File: src/rtl/vrc_pkg.sv
// ---------------------------------------------------------------------------
// vrc_pkg
// Shared definitions for the vector replay checker slice.
//   - default WIDTH / NUM_VECTORS / SETTLE values
//   - width of the settle timer counter
//   - the checker state enum
//   - the expected-vector record type {pattern, expected}
// ---------------------------------------------------------------------------
package vrc_pkg;

    localparam int DEFAULT_WIDTH       = 6;
    localparam int DEFAULT_NUM_VECTORS = 64;
    localparam int DEFAULT_SETTLE      = 1;

    // SETTLE is limited to 0..15, so four bits always hold it
    localparam int SETTLE_W = 4;

    typedef enum logic [2:0] {
        IDLE   = 3'd0,
        FETCH  = 3'd1,
        APPLY  = 3'd2,
        SAMPLE = 3'd3,
        DONE   = 3'd4
    } vrc_state_t;

    typedef struct packed {
        logic [DEFAULT_WIDTH-1:0] pattern;
        logic                     expected;
    } vrc_record_t;

endpackage

File: src/rtl/vrc_settle_timer.sv
// ---------------------------------------------------------------------------
// vrc_settle_timer
// Loadable down-counter that times the APPLY phase.
//   CK          clock, posedge
//   reset       synchronous active-high reset, clears the count
//   load        load load_value into the counter
//   load_value  number of settle cycles to wait
//   enable      high while the checker sits in APPLY; decrements the count
//   expire      high in the last enabled cycle (count == 1)
// ---------------------------------------------------------------------------
module vrc_settle_timer
    import vrc_pkg::*;
#(
    parameter int CNT_W = SETTLE_W
) (
    input  logic             CK,
    input  logic             reset,
    input  logic             load,
    input  logic [CNT_W-1:0] load_value,
    input  logic             enable,
    output logic             expire
);

    logic [CNT_W-1:0] count;

    // Count register: load wins over decrement, and the count never
    // underflows so a stray enable at zero is harmless.
    always_ff @(posedge CK) begin
        if (reset) begin
            count <= '0;
        end else if (load) begin
            count <= load_value;
        end else if (enable && (count != '0)) begin
            count <= count - 1'b1;
        end
    end

    // Expiring on count==1 makes APPLY last exactly load_value cycles,
    // since the state leaves APPLY on the edge that ends that cycle.
    assign expire = enable && (count == CNT_W'(1));

endmodule

File: config.mk
export PLATFORM = sky130hd
export DESIGN_NAME = vrc_settle_timer
export DESIGN_NICKNAME = d
export VERILOG_FILES = /design/src/rtl/vrc_pkg.sv /design/src/rtl/vrc_settle_timer.sv
export SDC_FILE = /design/constraint.sdc
export NUM_CORES = 1
export LEC_CHECK = 0
export ABC_CLOCK_PERIOD_IN_PS = 2700
export CORE_AREA = 5 5 42 44
export DETAILED_ROUTE_END_ITERATION = 6
export DIE_AREA = 0 0 47 49
export GPL_TIMING_DRIVEN = 1
export PLACE_DENSITY_LB_ADDON = 0.08
export SLEW_MARGIN = 25
export SYNTH_ARGS = -nofsm -noshare
export SYNTH_HDL_FRONTEND = slang
export SYNTH_SLANG_ARGS = --single-unit
File: constraint.sdc
create_clock -name CK -period 2.7 [get_ports CK]
set_input_delay 0.54 -clock CK [delete_from_list [all_inputs] [get_ports CK]]
set_output_delay 0.54 -clock CK [all_outputs]
set_load 0.02 [all_outputs]
==> results of run 1 <==
-- metal layers --
metal  vias to the layer above  routed length (µm)  GRT usage
li1                        138                   -          -
met1                       123                 312     0.0791
met2                         6                 381      0.113
met3                         0                  44     0.0221
met4                         0                   0     0.0553
met5                         -                   0          0
-- metrics by stage --
stage	utilization	std cells	area [µm²]
floorplan	-	30	264
global placement	0.265	55	372
detailed placement	0.265	55	372
CTS	0.281	58	394
global route	0.281	58	394
finish	0.281	58	394
-- worst max-delay path: cells and delay by family --
family	cells	cell delay, ns
buf+inv	2	1.13
simple gates	1	0.24
-- area by class of cell --
| cell class | instances | area, µm² | share of cell area |
|---|---|---|---|
| inverter | 3 | 11.3 | 0.0286 |
| sequential | 4 | 80.1 | 0.203 |
| multi-input combinational | 23 | 173 | 0.438 |
| tap | 16 | 20.0 | 0.0508 |
| clock buffer | 3 | 22.5 | 0.0571 |
| timing repair buffer | 9 | 87.6 | 0.222 |
-- placed cells by master (no fill, tap or decap), types with 2 or more instances in the layout --
cell / instances
ha_1: 2
inv_1: 3
a311oi_1: 2
clkbuf_4: 3
nand2_1: 3
dfxtp_1: 4
clkdlybuf4s50_1: 8
nor2_1: 5
-- cell families after synthesis --
logic type | synth area share
adder cells (fa/ha/maj) | 0.0948
flip-flops | 0.303
buffers and inverters | 0.0427
AND/OR/NAND/NOR | 0.299
multiplexers | 0.0379
AO/OA/AOI/OAI | 0.223
-- worst min-delay path by stage --
stage	startpoint	end	slack, ns	cells past startpoint
final	count[2]	count[2]	0.53	2
after global routing	count[2]	count[2]	0.58	2
after CTS	count[2]	count[2]	0.54	2
after detailed placement	count[2]	count[2]	0.53	2
after global placement	count[2]	count[2]	0.52	2
after floorplan	count[2]	count[2]	0.49	2
-- power by group through the flow --
stage / registers [mW] / logic [mW] / clock network (mW)
finish: 0.0693 / 0.0504 / 0.0759
floorplan: 0.0690 / 0.0284 / 0
CTS: 0.0693 / 0.0508 / 0.0791
global route: 0.0701 / 0.0549 / 0.0838
detailed placement: 0.0702 / 0.0504 / 0
global placement: 0.0704 / 0.0487 / 0
==> impl_results.md, run 1 <==
- First-pass GRT wire length: 1.18 mm
- Row cnt: 14
- Final Hold Fails: 0
- Final min period: 2.45 ns
- Number of hold buffers added after cts: 0
- GP Congestion: 0.707
- PnR Total Power: 196 µW
- Total CTS buffers: 3
- Cell mode on critical path: clkdlybuf4s50_1
- R2R depth: 5
- Clock Skews: 0.000208 ns
- Vias in the first global route: 285
- Max Slew Vio Count: 0
- Max_slew headroom: 0.754
- P per Cell Area: 496 nW/µm²
- Register share of total power: 0.354
- Startpoint Class: input pin
- Syn Nets: 40
- Final hold slack: 0.532 ns
- Drt total wl: 738 µm
- Post-route ant nets: 0
- Iteration-0 DRC Markers: 4
- # port buffers: 8
- Clock root buffer: clkbuf_4
- Syn avg cell area: 8.80 µm²
- Yosys cell types: 17
- Share of cells above drive strength 1: 0.167
- DP Wirelength: 571 µm
- Worst r2r src: count[1]
- Setup crit start: enable
- Crit path kind: input pin to output pin
- Setup TNS: 0 ns
- N_diodes: 0
- Full die area: 2300 µm²
- Worst path max stage delay: 0.65 ns
- Total clock sinks: 4
- Die W: 47 µm
- Sw Share: 0.275
- RSZ-0062 raised after global routing: false
- Core area: 1400 µm²
- Pleak: 0.150 nW
- Commonest cells post-synth: nor2_1 (5), dfxtp_1 (4), inv_1 (3), nand2_1 (3)
- Yosys top cell by area: dfxtp_1
- Worst-path fanout max: 2
- Outcome: finished clean
- Worst-Margin Slew: 0.364 ns
- FFs w/ async S/R, synth: 0
- Initial antenna violation count: 0
- EDFF count, synth: 0
- IO Pins: 9
- Setup WS post-layout: 0.245 ns
- Post-Syn Instances: 30
- # resized after CTS: 0
- #FFs+latches synth: 4
- Max Freq: 407 MHz
- Worst EP arrival: 1.91 ns
- Register area share after synthesis: 0.303
- CP max-delay cell: clkdlybuf4s50_1
- Worst Path Required: 2.16 ns
- Routed vias: 267
- Post-synthesis cell area: 264 µm²
- Critical path endpoint: expire
- HP Class: register to register
- Worst VDD drop: 208 µV
- Reg2reg setup slack: 1.02 ns
- Fill count: 167
- Vias/cell: 4.60
- Most common cell in the netlist: nor2_1
- Max Cap Viol: 0
- Initial Util: 0.188
- Area grow syn2layout: 49.3%
- Clock power frac: 0.388
- Crit. End Element: output pin
- Postcts setup bufs: 0
- Largest Register: count
- Tcrit/Tclk final: 0.909
- Top_reg_cell synth: dfxtp_1
- P_int: 142 µW
- Endpoints failing setup: 0
- Max reg flops: 4
- CTS max path bufs: 2
- H-tree Lvls: 1
- Largest cells by area after synthesis: dfxtp_1 (30%), ha_1 (9.5%), nor2_1 (7.1%)
- Regs by FF count: count (4)
- Clock transition at path regs: 0.04 ns
- Yosys warning total: 0
- Nets: 54
- Die Ht: 49 µm
- Pre-CTS setup slack: 0.240 ns
- GR Overflow Total: 0
- Logic pwr share: 0.258
- Yosys top cell area share: 0.303
- Wire per inst: 12.7 µm
- Worst-path cell chain: clkdlybuf4s50_1, nor4bb_1, clkdlybuf4s50_1
- TritonRoute pass-1 iters: 2
- Residual DRC: 0
- Clk_lat worst skew: 0.23 ns
- Pin count of the biggest net entering global routing: 8
- Gr usage total: 0.0732
- FF-to-FF End: count[1]
- CTS tree: yes
- Sw Pwr: 53.8 µW
(Power assumes the default switching activity.)
==> run 2: changes to the inputs <==
ABC_CLOCK_PERIOD_IN_PS = 2800   (was 2700)
SKIP_CTS_REPAIR_TIMING = 1   (was default)
clock period = 2.8 ns   (was 2.7 ns; I/O delays follow)
==> results of run 2 <==
Same layout as run 1 (identical final DEF). Status: finished clean.
Main changes from that run: setup slack after placement 0.240 ns -> 0.300 ns; setup slack after layout 0.245 ns -> 0.305 ns; register-to-register setup slack 1.02 ns -> 1.12 ns; total power 0.196 mW -> 0.189 mW; worst IR drop on VDD 208 µV -> 200 µV
==> run 3: changes to the inputs <==
PLACE_DENSITY_LB_ADDON = 0.3   (was 0.08)
==> run 3 against run 2 <==
Sequential share of layout area is the same. Clock power shrank 0.7%. Clock-buffer cell count is the same. Largest cell class unchanged. First-iteration DRC count grew 25%. Fmax grew 1.6%. Via count shrank 0.37%. Register-to-register slack gained 0.06 ns. Sequential cell count is the same. Critical endpoint unchanged. Worst hold slack lost 0.0027 ns. Utilization is the same.
==> impl_results.md, run 3 (synthesized netlist as in run 1, its figures left out) <==
- Tcrit/Tclk final: 0.877
- Final hold slack: 0.529 ns (-0.00270 ns)
- TritonRoute pass-1 iters: 3 (+1)
- CTS tree: yes
- Largest Register: count
- Pre-CTS setup slack: 0.327 ns
- First-pass GRT wire length: 1.10 mm (-6.4%)
- Row cnt: 14 (unchanged)
- Worst Path Required: 2.24 ns
- Drt total wl: 627 µm (-15%)
- Share of cells above drive strength 1: 0.167 (unchanged)
- GP Congestion: 0.747 (+5.7%)
- Residual DRC: 0 (unchanged)
- Register share of total power: 0.360 (+0.006)
- Setup TNS: 0 ns (unchanged)
- Max Cap Viol: 0 (unchanged)
- HP Class: register to register
- Sum of buffers and inverters on the critical path: 2 (unchanged)
- Total CTS buffers: 3 (unchanged)
- Non-Filler Instances: 58 (unchanged)
- Logic pwr share: 0.250 (-0.008)
- Max reg flops: 4 (unchanged)
- Vias in the first global route: 266 (-6.7%)
- Clk_lat worst skew: 0.24 ns (about the same)
- RSZ-0062 raised after global routing: false
- Top Family by Delay on Critical Path: buffers and inverters
- GR Util met1: 0.0789 (-0.000174)
- Regs by FF count: count (4)
- Wire per inst: 10.8 µm (-15%)
- Max_slew headroom: 0.758 (+0.00439)
- PnR Total Power: 186 µW
- Critical path endpoint: expire
- FF-to-FF End: count[1]
- Clock power frac: 0.390 (+0.002)
- Startpoint Class: input pin
- Clock transition at path regs: 0.04 ns (about the same)
- CTS max path bufs: 2 (unchanged)
- Worst EP arrival: 1.89 ns
- Core area: 1400 µm² (unchanged)
- Crit. End Element: output pin
- P_int: 136 µW
- Crit path kind: input pin to output pin
- CP max-delay cell: clkdlybuf4s50_1
- Worst VDD drop: 229 µV
- Clock root buffer: clkbuf_4
- N_diodes: 0 (unchanged)
- Outcome: finished clean
- Post-route cell area: 394 µm² (unchanged)
- Final min period: 2.45 ns
- Fin util: 0.281 (unchanged)
- Area grow syn2layout: 49.3% (unchanged)
- Initial Util: 0.188 (unchanged)
- Final Hold Fails: 0 (unchanged)
- Most common cell after layout, fill and taps aside: clkdlybuf4s50_1
- Setup WS post-layout: 0.345 ns
- Cell mode on critical path: clkdlybuf4s50_1
- R2R depth: 5 (unchanged)
- Worst path depth: 3 (unchanged)
- Reg2reg setup slack: 1.18 ns
- Post-route ant nets: 0 (unchanged)
- Full die area: 2300 µm² (unchanged)
- Sw Pwr: 49.9 µW
- Pin count of the biggest net entering global routing: 8 (unchanged)
- GR Overflow Total: 0 (unchanged)
- Worst-Margin Slew: 0.357 ns (-0.00649 ns)
- Most frequent cells in the layout: clkdlybuf4s50_1 (8), nor2_1 (5), dfxtp_1 (4)
- # port buffers: 8 (unchanged)
- GRT busiest layer: met2
- Dpl cells: 55 (unchanged)
- Nets: 54 (unchanged)
- Worst-path cell chain: clkdlybuf4s50_1, nor4bb_1, clkdlybuf4s50_1
- Initial antenna violation count: 0 (unchanged)
- IO Pins: 9 (unchanged)
- P per Cell Area: 473 nW/µm²
- GR Layer Usage met3: 0.0554 (+0.0332)
- Vias/cell: 4.59 (-0.37%)
- Clock Skews: 0.00179 ns (+0.00158 ns)
- Max Freq: 407 MHz
- H-tree Lvls: 1 (unchanged)
- Post-DP Area: 372 µm² (unchanged)
- DP Wirelength: 467 µm (-18%)
- Routed vias: 266 (-0.37%)
- Total clock sinks: 4 (unchanged)
- Worst-path fanout max: 2 (unchanged)
- Iteration-0 DRC Markers: 5 (+1)
- Worst r2r src: count[0]
- Max Slew Vio Count: 0 (unchanged)
- Die Ht: 49 µm (unchanged)
- Die W: 47 µm (unchanged)
- Pleak: 0.150 nW (unchanged)
- Met2 usage: 0.0950 (-0.0181)
- Worst path max stage delay: 0.65 ns (about the same)
- Endpoints failing setup: 0 (unchanged)
- Setup crit start: enable
- Sw Share: 0.268
- Gr usage total: 0.0676 (-0.00568)
## run 3: cell counts in the layout (fill, tap and decap cells not counted)
Identical to the previous run, type by type.
## run 3: per-layer routing
metal | wire (µm) | up-vias
li1 | - | 138
met1 | 273 | 118
met2 | 283 | 10
met3 | 70 | 0
met4 | 0 | 0
met5 | 0 | -
## run 3: power groups by stage
stage | Combinational, mW | Clock, mW | Sequential [mW]
6_report | 0.0466 | 0.0727 | 0.0670
5_1_grt | 0.0521 | 0.0827 | 0.0680
2_1_floorplan | 0.0274 | 0 | 0.0665
3_3_place_gp | 0.0467 | 0 | 0.0684
3_5_place_dp | 0.0466 | 0 | 0.0680
4_1_cts | 0.0473 | 0.0769 | 0.0671
## run 3: layout make-up
type | count | area, µm²
clock buffers | 3 | 22.5
fillers | 168 | 1010
inverters | 3 | 11.3
multi-input cells | 23 | 173
flip-flops and latches | 4 | 80.1
well taps | 16 | 20.0
repair buffers | 9 | 87.6
## run 3: worst min-delay path, delay by kind of cell (launching register included)
family / cells / cell delay [ns]
compound gates: 1 / 0.08
flops: 1 / 0.33
simple gates: 1 / 0.06
## run 3: worst min-delay path by stage
stage,start,end,slack (ns),depth (start not counted)
final,count[2],count[2],0.53,2
after global routing,count[2],count[2],0.58,2
after CTS,count[2],count[2],0.53,2
after detailed placement,count[2],count[2],0.52,2
after global placement,count[2],count[2],0.54,2
after floorplan,count[2],count[2],0.49,2
